$ cat config.mk
export PLATFORM = sky130hd
export DESIGN_NAME = i2c_csr_bridge
export DESIGN_NICKNAME = d
export VERILOG_FILES = /design/src/rtl/i2c_csr_bridge.sv
export SDC_FILE = /design/constraint.sdc
export NUM_CORES = 1
export LEC_CHECK = 0
export ABC_CLOCK_PERIOD_IN_PS = 6400
export CAP_MARGIN = 20
export CELL_PAD_IN_SITES_DETAIL_PLACEMENT = 0
export CELL_PAD_IN_SITES_GLOBAL_PLACEMENT = 1
export CORE_MARGIN = 2
export CORE_UTILIZATION = 46
export CTS_CLUSTER_SIZE = 25
export DETAILED_ROUTE_END_ITERATION = 10
export MAX_ROUTING_LAYER = met4
export PLACE_DENSITY_LB_ADDON = 0.15
export SYNTH_ARGS = -nofsm -noshare
export SYNTH_HDL_FRONTEND = slang
export SYNTH_SLANG_ARGS = --single-unit
export TNS_END_PERCENT = 10
$ cat constraint.sdc
create_clock -name clk -period 6.4 [get_ports clk]
set_clock_uncertainty 0.2 [all_clocks]
set_input_delay 0.96 -clock clk [delete_from_list [all_inputs] [get_ports clk]]
set_output_delay 0.96 -clock clk [all_outputs]
set_load 0.05 [all_outputs]
$ cat src/rtl/i2c_csr_bridge.sv
// i2c_csr_bridge: I2C target that exposes a 5-bit CSR address space.
//
// Protocol: S <addr,W> <ptr> <data>* P writes data at the pointer;
//           S <addr,R> <data>* P reads data from the pointer.
// The pointer holds its value across STOP and repeated START.
//
// Ports:
//   clk     sole clock
//   rst     asynchronous active-high reset
//   scl_i   raw I2C SCL (asynchronous)
//   sda_i   raw I2C SDA (asynchronous)
//   sda_oe  1 = pull SDA low, 0 = release (open drain)
//   csr_a   CSR address (always the pointer)
//   csr_do  CSR write data
//   csr_we  CSR write strobe, one clk wide
//   csr_di  CSR read data, combinational from csr_a
//
// Build option: define CSR_AUTOINC_EN to advance the pointer after every
// written byte and after every captured read byte.
module i2c_csr_bridge #(
    parameter logic [6:0] I2C_ADDR = 7'h4a
) (
    input  logic       clk,
    input  logic       rst,
    input  logic       scl_i,
    input  logic       sda_i,
    output logic       sda_oe,
    output logic [4:0] csr_a,
    output logic [7:0] csr_do,
    output logic       csr_we,
    input  logic [7:0] csr_di
);

    typedef enum logic [3:0] {
        IDLE, ADDR, ADDR_ACK, PTR, PTR_ACK,
        WDATA, WDATA_ACK, RDATA, RDATA_ACK, IGNORE
    } state_t;

    // Synchronizers (s1, s2) plus one edge-detect stage (s3)
    logic scl_s1_q, scl_s2_q, scl_s3_q, scl_s1_d, scl_s2_d, scl_s3_d;
    logic sda_s1_q, sda_s2_q, sda_s3_q, sda_s1_d, sda_s2_d, sda_s3_d;

    state_t     state_q, state_d;
    logic [3:0] bit_cnt_q, bit_cnt_d;
    logic [6:0] sr_q, sr_d;
    logic [4:0] ptr_q, ptr_d;
    logic       rw_q, rw_d;
    logic       sda_oe_q, sda_oe_d;
    logic [7:0] csr_do_q, csr_do_d;
    logic       csr_we_q, csr_we_d;
`ifdef CSR_AUTOINC_EN
    logic       rd_cap_q, rd_cap_d;
`endif

    logic       scl_rise, scl_fall, start_det, stop_det, load_rd;
    logic [7:0] rx_byte;

    assign scl_rise  =  scl_s2_q & ~scl_s3_q;
    assign scl_fall  = ~scl_s2_q &  scl_s3_q;
    assign start_det =  scl_s2_q &  scl_s3_q &  sda_s3_q & ~sda_s2_q;
    assign stop_det  =  scl_s2_q &  scl_s3_q & ~sda_s3_q &  sda_s2_q;
    assign rx_byte   = {sr_q, sda_s2_q};

    always_comb begin
        scl_s1_d  = scl_i;
        scl_s2_d  = scl_s1_q;
        scl_s3_d  = scl_s2_q;
        sda_s1_d  = sda_i;
        sda_s2_d  = sda_s1_q;
        sda_s3_d  = sda_s2_q;
        state_d   = state_q;
        bit_cnt_d = bit_cnt_q;
        sr_d      = sr_q;
        ptr_d     = ptr_q;
        rw_d      = rw_q;
        sda_oe_d  = sda_oe_q;
        csr_do_d  = csr_do_q;
        csr_we_d  = 1'b0;
        load_rd   = 1'b0;
`ifdef CSR_AUTOINC_EN
        rd_cap_d  = 1'b0;
        if (csr_we_q || rd_cap_q)
            ptr_d = ptr_q + 5'd1;
`endif

        if (start_det) begin
            state_d   = ADDR;
            bit_cnt_d = '0;
            sda_oe_d  = 1'b0;
        end else if (stop_det) begin
            state_d  = IDLE;
            sda_oe_d = 1'b0;
        end else begin
            case (state_q)
                ADDR, PTR, WDATA: begin
                    if (scl_rise) begin
                        sr_d      = rx_byte[6:0];
                        bit_cnt_d = bit_cnt_q + 4'd1;
                        if (bit_cnt_q == 4'd7) begin
                            // bit_cnt = 8 marks "ACK slot not yet started"
                            bit_cnt_d = 4'd8;
                            if (state_q == ADDR) begin
                                if (rx_byte[7:1] == I2C_ADDR) begin
                                    state_d = ADDR_ACK;
                                    rw_d    = rx_byte[0];
                                end else begin
                                    state_d = IGNORE;
                                end
                            end else if (state_q == PTR) begin
                                ptr_d   = rx_byte[4:0];
                                state_d = PTR_ACK;
                            end else begin
                                csr_do_d = rx_byte;
                                csr_we_d = 1'b1;
                                state_d  = WDATA_ACK;
                            end
                        end
                    end
                end
                ADDR_ACK, PTR_ACK, WDATA_ACK: begin
                    if (scl_fall) begin
                        if (bit_cnt_q == 4'd8) begin
                            bit_cnt_d = '0;
                            sda_oe_d  = 1'b1;
                        end else begin
                            sda_oe_d  = 1'b0;
                            bit_cnt_d = '0;
                            if (state_q == ADDR_ACK && rw_q)
                                load_rd = 1'b1;
                            else if (state_q == ADDR_ACK)
                                state_d = PTR;
                            else
                                state_d = WDATA;
                        end
                    end
                end
                RDATA: begin
                    if (scl_rise) begin
                        bit_cnt_d = bit_cnt_q + 4'd1;
                        if (bit_cnt_q == 4'd7) begin
                            bit_cnt_d = 4'd8;
                            state_d   = RDATA_ACK;
                        end
                    end else if (scl_fall) begin
                        sda_oe_d = ~sr_q[6];
                        sr_d     = {sr_q[5:0], 1'b0};
                    end
                end
                RDATA_ACK: begin
                    if (scl_fall) begin
                        if (bit_cnt_q == 4'd8) begin
                            bit_cnt_d = '0;
                            sda_oe_d  = 1'b0;
                        end else begin
                            load_rd = 1'b1;
                        end
                    end else if (scl_rise && bit_cnt_q == 4'd0 && sda_s2_q) begin
                        state_d = IGNORE;
                    end
                end
                IGNORE:  sda_oe_d = 1'b0;
                default: ;
            endcase
        end

        // Read byte capture: MSB goes straight to SDA, rest held for shifting
        if (load_rd) begin
            state_d   = RDATA;
            bit_cnt_d = '0;
            sr_d      = csr_di[6:0];
            sda_oe_d  = ~csr_di[7];
`ifdef CSR_AUTOINC_EN
            rd_cap_d  = 1'b1;
`endif
        end
    end

    always_ff @(posedge clk or posedge rst) begin
        if (rst) begin
            scl_s1_q  <= 1'b1;
            scl_s2_q  <= 1'b1;
            scl_s3_q  <= 1'b1;
            sda_s1_q  <= 1'b1;
            sda_s2_q  <= 1'b1;
            sda_s3_q  <= 1'b1;
            state_q   <= IDLE;
            bit_cnt_q <= '0;
            sr_q      <= '0;
            ptr_q     <= '0;
            rw_q      <= 1'b0;
            sda_oe_q  <= 1'b0;
            csr_do_q  <= '0;
            csr_we_q  <= 1'b0;
`ifdef CSR_AUTOINC_EN
            rd_cap_q  <= 1'b0;
`endif
        end else begin
            scl_s1_q  <= scl_s1_d;
            scl_s2_q  <= scl_s2_d;
            scl_s3_q  <= scl_s3_d;
            sda_s1_q  <= sda_s1_d;
            sda_s2_q  <= sda_s2_d;
            sda_s3_q  <= sda_s3_d;
            state_q   <= state_d;
            bit_cnt_q <= bit_cnt_d;
            sr_q      <= sr_d;
            ptr_q     <= ptr_d;
            rw_q      <= rw_d;
            sda_oe_q  <= sda_oe_d;
            csr_do_q  <= csr_do_d;
            csr_we_q  <= csr_we_d;
`ifdef CSR_AUTOINC_EN
            rd_cap_q  <= rd_cap_d;
`endif
        end
    end

    assign sda_oe = sda_oe_q;
    assign csr_a  = ptr_q;
    assign csr_do = csr_do_q;
    assign csr_we = csr_we_q;

endmodule

Word level (Yosys, flattened, before mapping)

Cells that the tools add are included.

Output and inout bits: 15
Bits in registers: 37
Bits of input ports: 12
Logic and storage cells: 143

Eq/ne operators: 35
Bitwise gates (word level): 17
Muxes and demuxes: 58
$add $sub $neg: 1
Reductions and logical operators: 18

Operators with widths:

| operator                                             | number |
|---|---|
| 2-to-1 mux 4 bit                                     | 22 |
| inequality test 5 bit (second input constant)        | 13 |
| 2-to-1 mux 7 bit                                     | 6 |
| 2-to-1 mux 1 bit                                     | 23 |
| AND reduction 7 bit                                  | 3 |
| equality test 4 x 3 -> 1 bit (second input constant) | 5 |
| AND reduction 6 bit                                  | 3 |
| case mux 4 bit (4 select lines)                      | 1 |
| case mux 7 bit (2 select lines)                      | 1 |
| nonzero test 7 bit                                   | 2 |
| equality test 4 bit (second input constant)          | 3 |
| inequality test 4 bit (second input constant)        | 3 |
| case mux 4 bit (3 select lines)                      | 1 |
| NOT 1 bit                                            | 10 |
| AND reduction 10 bit                                 | 1 |
| inequality test 3 bit (second input constant)        | 3 |
| equality test 4 x 2 -> 1 bit (second input constant) | 2 |
| AND 1 bit                                            | 7 |
| equality test 7 bit (second input constant)          | 1 |
| OR reduction 3 bit                                   | 2 |
| nonzero test 5 bit                                   | 1 |
| adder 4 x 1 -> 4 bit (second input constant)         | 1 |
| equality test 4 x 1 -> 1 bit (second input constant) | 1 |
| zero test 4 bit                                      | 1 |
| 10 further kinds                                     | 13 |

Logic depth before layout (Yosys ltp)

Word-level depth: 10
Depth in mapped cells: 7

Worst setup path before layout

OpenSTA, ideal clock, no wires.

Kind: reg2reg
From: reg bit_cnt_q[0]
To: reg state_q[1]
Arrival time: 1.916 ns
Clock period less this slack: 2.199 ns
Data required time: 6.118 ns
Cell stages (with the launch flop): 8
Path slack: 4.201 ns
Cells stage by stage: dfrtp_1 -> inv_1 -> ha_1 -> and3b_1 -> o211a_1 -> a311o_1 -> or3_1 -> o22ai_1

Cells in the longest elaborated chain, start to end: 8

Ends and longest elaborated chain:

| element                                                                             | line     | RTL |
|---|---|---|
| start, declared                                                                     | 44       | `logic [3:0] bit_cnt_q, bit_cnt_d;` |
| start signal, assigned                                                              | 205      | `bit_cnt_q <= bit_cnt_d;` |
| equality test 4 bit                                                                 | 122, 151 |  |
| 2-to-1 mux 1 bit, on equally long branches                                          | 151, 122 |  |
| 2-to-1 mux 1 bit, on equally long branches                                          | 150, 121 |  |
| case mux 1 bit (2 select lines)                                                     | 94       | `case (state_q)` |
| 2-to-1 mux 1 bit                                                                    | 90       | `end else if (stop_det) begin` |
| 2-to-1 mux 1 bit                                                                    | 86       | `if (start_det) begin` |
| inequality test 5 bit (no source line) / nonzero test 7 bit (equally long branches) | -        |  |
| AND reduction 10 bit (no source line)                                               | -        |  |
| end signal, assigned                                                                | 204      | `state_q <= state_d;` |
| end, declared                                                                       | 43       | `state_t state_q, state_d;` |

Parallel ways exist; a longest one is shown, timed or not.
A chain may end at the register's enable or synchronous reset.

Worst setup path after layout

From: reg state_q[0]
To: reg csr_do_q[5] (netlist: csr_do[5])

Cells in the longest elaborated chain, start to end: 3

Ends and longest elaborated chain:

| element                                                    | line    | RTL |
|---|---|---|
| equality test 4 x 1 -> 1 bit, or another cell as far along | 94, 102 |  |
| OR reduction 3 bit / NOT 1 bit (equally long branches)     | -       |  |
| AND reduction 7 bit (no source line) (*)                   | -       |  |
| end signal, assigned                                       | 210     | `csr_do_q <= csr_do_d;` |
| end, declared                                              | 49      | `logic [7:0] csr_do_q, csr_do_d;` |

Every way passes the cells marked *; elsewhere a longest branch is shown, timed or not.

==> impl_metrics.csv <==
group,metric,value,unit
run_status,status,"complete, no violations",
clocking,clk_pin_slew,0.08,ns
grt,grt_use_met3,4.18,%
logic_synthesis,ys_seq_area_share,46.7,%
floorplan,initial_core_util,49.0,%
logic_synthesis,syn_area,2000,um^2
grt,antenna_found_initial,0,
setup_path,max_stage_delay,0.66,ns
logic_synthesis,avgSynthCellArea,10.2,um^2
power,seq_power_share,48.5,%
power,p_switching,0.175,mW
power,clock_power_share,35.1,%
floorplan,design.core.area,4090,um^2
sta,hold_viol,0,
layout,fillCellCount,355,
routing,first_pass_iters,4,
logic_synthesis,synth.most_common_cell,"dfrtp_1",
logic_synthesis,netlist_instances,197,
power,swShare,29.7,%
clocking,cts_tree,"yes",
routing,first_iter_violations,157,
logic_synthesis,syn_nets,211,
clocking,clock_sink_count,37,
place,dp_cells,266,
clocking,post_cts_resized,0,
logic_synthesis,synth_top_area_share,38.8,%
grt,grt_max_degree,38,
grt,grt.busiest_layer,"met2",
logic_synthesis,yosysWarnings,0,
routing,vias,1580,
logic_synthesis,yosys_register_bits,37,
clocking,insertion_delay,0.29,ns
logic_synthesis,synthTopCellsByCount,"dfrtp_1, nand2_1, nor2_1, a21oi_1, mux2_2",
logic_synthesis,yosysUniqueCellTypes,49,
power,ir_drop,151,uV
floorplan,dieArea,4890,um^2
grt,grt_overflow_total,0,
setup_path,crit_type,"reg -> reg",
floorplan,fp.dieH,70.0,um
power,p_comb_share,16.4,%
setup_path,worstPathMaxFanout,14,
grt,met1_usage,26.5,%
place,io_buffers,26,
routing,wl,4.64,mm
clocking,clockBufferDepth,2,
routing,wl_per_cell,16.9,um
sta,slew-limit-headroom,44.8,%
grt,grtUsageTotal,20.8,%
floorplan,rows,23,
power,power_density,245,nW/um^2
clocking,postCtsHoldBufs,0,
layout,final_cells,274,
setup_path,crit_chain,"nor2b_1 > and3_1 > nand3b_1 > mux2_2",
setup_path,critPathLaunchType,"flop",
power,power_leakage,1.04,nW
clocking,cts_buffers,5,
layout,insertedDiodeCount,0,
place,detailed_place_hpwl,3.33,mm
setup_path,required,6.38,ns
floorplan,die_w,70.0,um
grt,grt_pass1_vias,1617,
logic_synthesis,yosys-top-cells-area,"dfrtp_1, mux2_2, dfstp_2, mux2i_1, a21oi_1",
sta,final.period_utilization,42.0,%
place,gp_congestion,0.885,
logic_synthesis,async_flop_share,100,%
clocking,htreeDepth,2,
logic_synthesis,yosys.area.top_type,"dfrtp_1",
job,cap_violations,0,
min_path,hp-class,"reg -> reg",
sta,max_freq,0.372,GHz
sta,finalCriticalPeriod,2.69,ns
layout,fin_nets,237,
clocking,post_cts_buffers,0,
sta,slew_violations,0,
routing,final_antenna_net_count,0,
routing,vias_per_cell,5.77,
grt,grt_pass1_wl,7.84,mm
layout,drive_gt1_share,17.4,%
clocking,cts_root_buf,"clkbuf_8",
sta,rsz0062_at_grt,"false",
sta,worstMarginPinSlew,0.827,ns
power,internal_power,0.415,mW
sta,setup_viol,0,
sta,fin_tns_setup,0,ns
routing,route.detailed.drc,0,
layout,syn_to_final_growth,20.1,%
setup_path,slowest_stage,"nor2b_1",
setup_path,cp.arrival,2.67,ns
layout,register_area,933,um^2
setup_path,crit_path_end_kind,"flop",
logic_synthesis,synth_edf_count,0,
grt,grt_use_met2,32.8,%
logic_synthesis,ys.flop_type,"dfrtp_1",
floorplan,io-pin-count,27,
layout,multi_input_area,1000,um^2
==> logic make-up after synthesis <==
| kind of cell | synth area share [%] |
|---|---|
| and+or+nand+nor | 18.8 |
| AOI/OAI and AO/OA | 16.3 |
| DFF | 46.7 |
| muxes | 12.9 |
| buffers and inverters | 3.25 |
| xor gates and xnor gates | 0.876 |
| adders and majority gates | 1.25 |
==> critical path, delay by kind of cell, from the launching register on <==
family	cells	cell delay [ns]
DFF	1	0.63
and+or+nand+nor	3	1.33
muxes	1	0.41
==> layout by cell type (no fill, tap or decap), drive strengths merged, types with 3 or more instances in the layout <==
cell and instances:
nand3b 4, nand2 19, nor2b 4, nor2 17, clkdlybuf4s50 26, nand3 4, mux2 15, inv 6
o21ai 15, a21oi 16, mux2i 9, clkbuf 5, nand2b 3, dfstp 6, dfrtp 31
==> cell type report <==
cell class / instances / area share (%)
Clock buffer: 5 / 2.86
Clock inverter: 3 / 1.93
Inverter: 6 / 0.937
Multi-Input combinational cell: 146 / 41.7
Sequential cell: 37 / 38.8
Tap cell: 50 / 2.60
Timing Repair Buffer: 27 / 11.1
==> final timing paths <==
path | start | end | slack [ns] | cells past startpoint
max | state_q[0]$_DFFE_PP0P_ | csr_do[5]$_DFFE_PP0P_ | 3.71 | 4
min | scl_s1_q$_DFF_PP1_ | scl_s2_q$_DFF_PP1_ | 0.16 | 0
max reg2reg | state_q[0]$_DFFE_PP0P_ | csr_do[5]$_DFFE_PP0P_ | 3.71 | 4
min reg2reg | scl_s1_q$_DFF_PP1_ | scl_s2_q$_DFF_PP1_ | 0.16 | 0
max in group asynchronous | rst | scl_s3_q$_DFF_PP1_ | 4.78 | 3
min in group asynchronous | rst | csr_do[1]$_DFFE_PP0P_ | 0.87 | 3
==> power by group through the flow <==
| stage | Sequential, mW | Clock, mW | Combinational, mW |
|---|---|---|---|
| after floorplan | 0.276 | 0 | 0.0798 |
| after global routing | 0.291 | 0.222 | 0.108 |
| after detailed placement | 0.291 | 0 | 0.0958 |
| after global placement | 0.289 | 0 | 0.0937 |
| final | 0.286 | 0.207 | 0.0967 |
| after CTS | 0.286 | 0.212 | 0.0964 |
==> sequential cells by signal (all words and copies together) (netlist names) <==
signal / count
sda_s2_q: 1
state_q: 4
scl_s3_q: 1
sda_s1_q: 1
rw_q: 1
sda_s3_q: 1
sr_q: 7
scl_s1_q: 1
csr_a: 5
bit_cnt_q: 4
csr_we: 1
csr_do: 8
scl_s2_q: 1
sda_oe: 1
==> per-layer routing <==
metal | vias up | wire (um)
li1 | 761 | -
met5 | - | 0
met2 | 42 | 2210
met4 | 0 | 109
met3 | 11 | 166
met1 | 766 | 2150
==> per-stage QoR <==
step                      hold slack [ns]  total power [mW]  setup WS, ns  utilization [%]  area (um^2)
final                               0.160             0.590          3.71             58.8         2400
after global routing                0.166             0.620          3.55             58.8         2400
after CTS                           0.162             0.595          3.71             58.8         2400
after detailed placement            0.150             0.386          3.72             56.0         2290
after global placement              0.147             0.383          3.86             56.0         2290
after floorplan                     0.145             0.356          4.20                -         2000
Note: power is estimated with default switching activity, not from simulation.
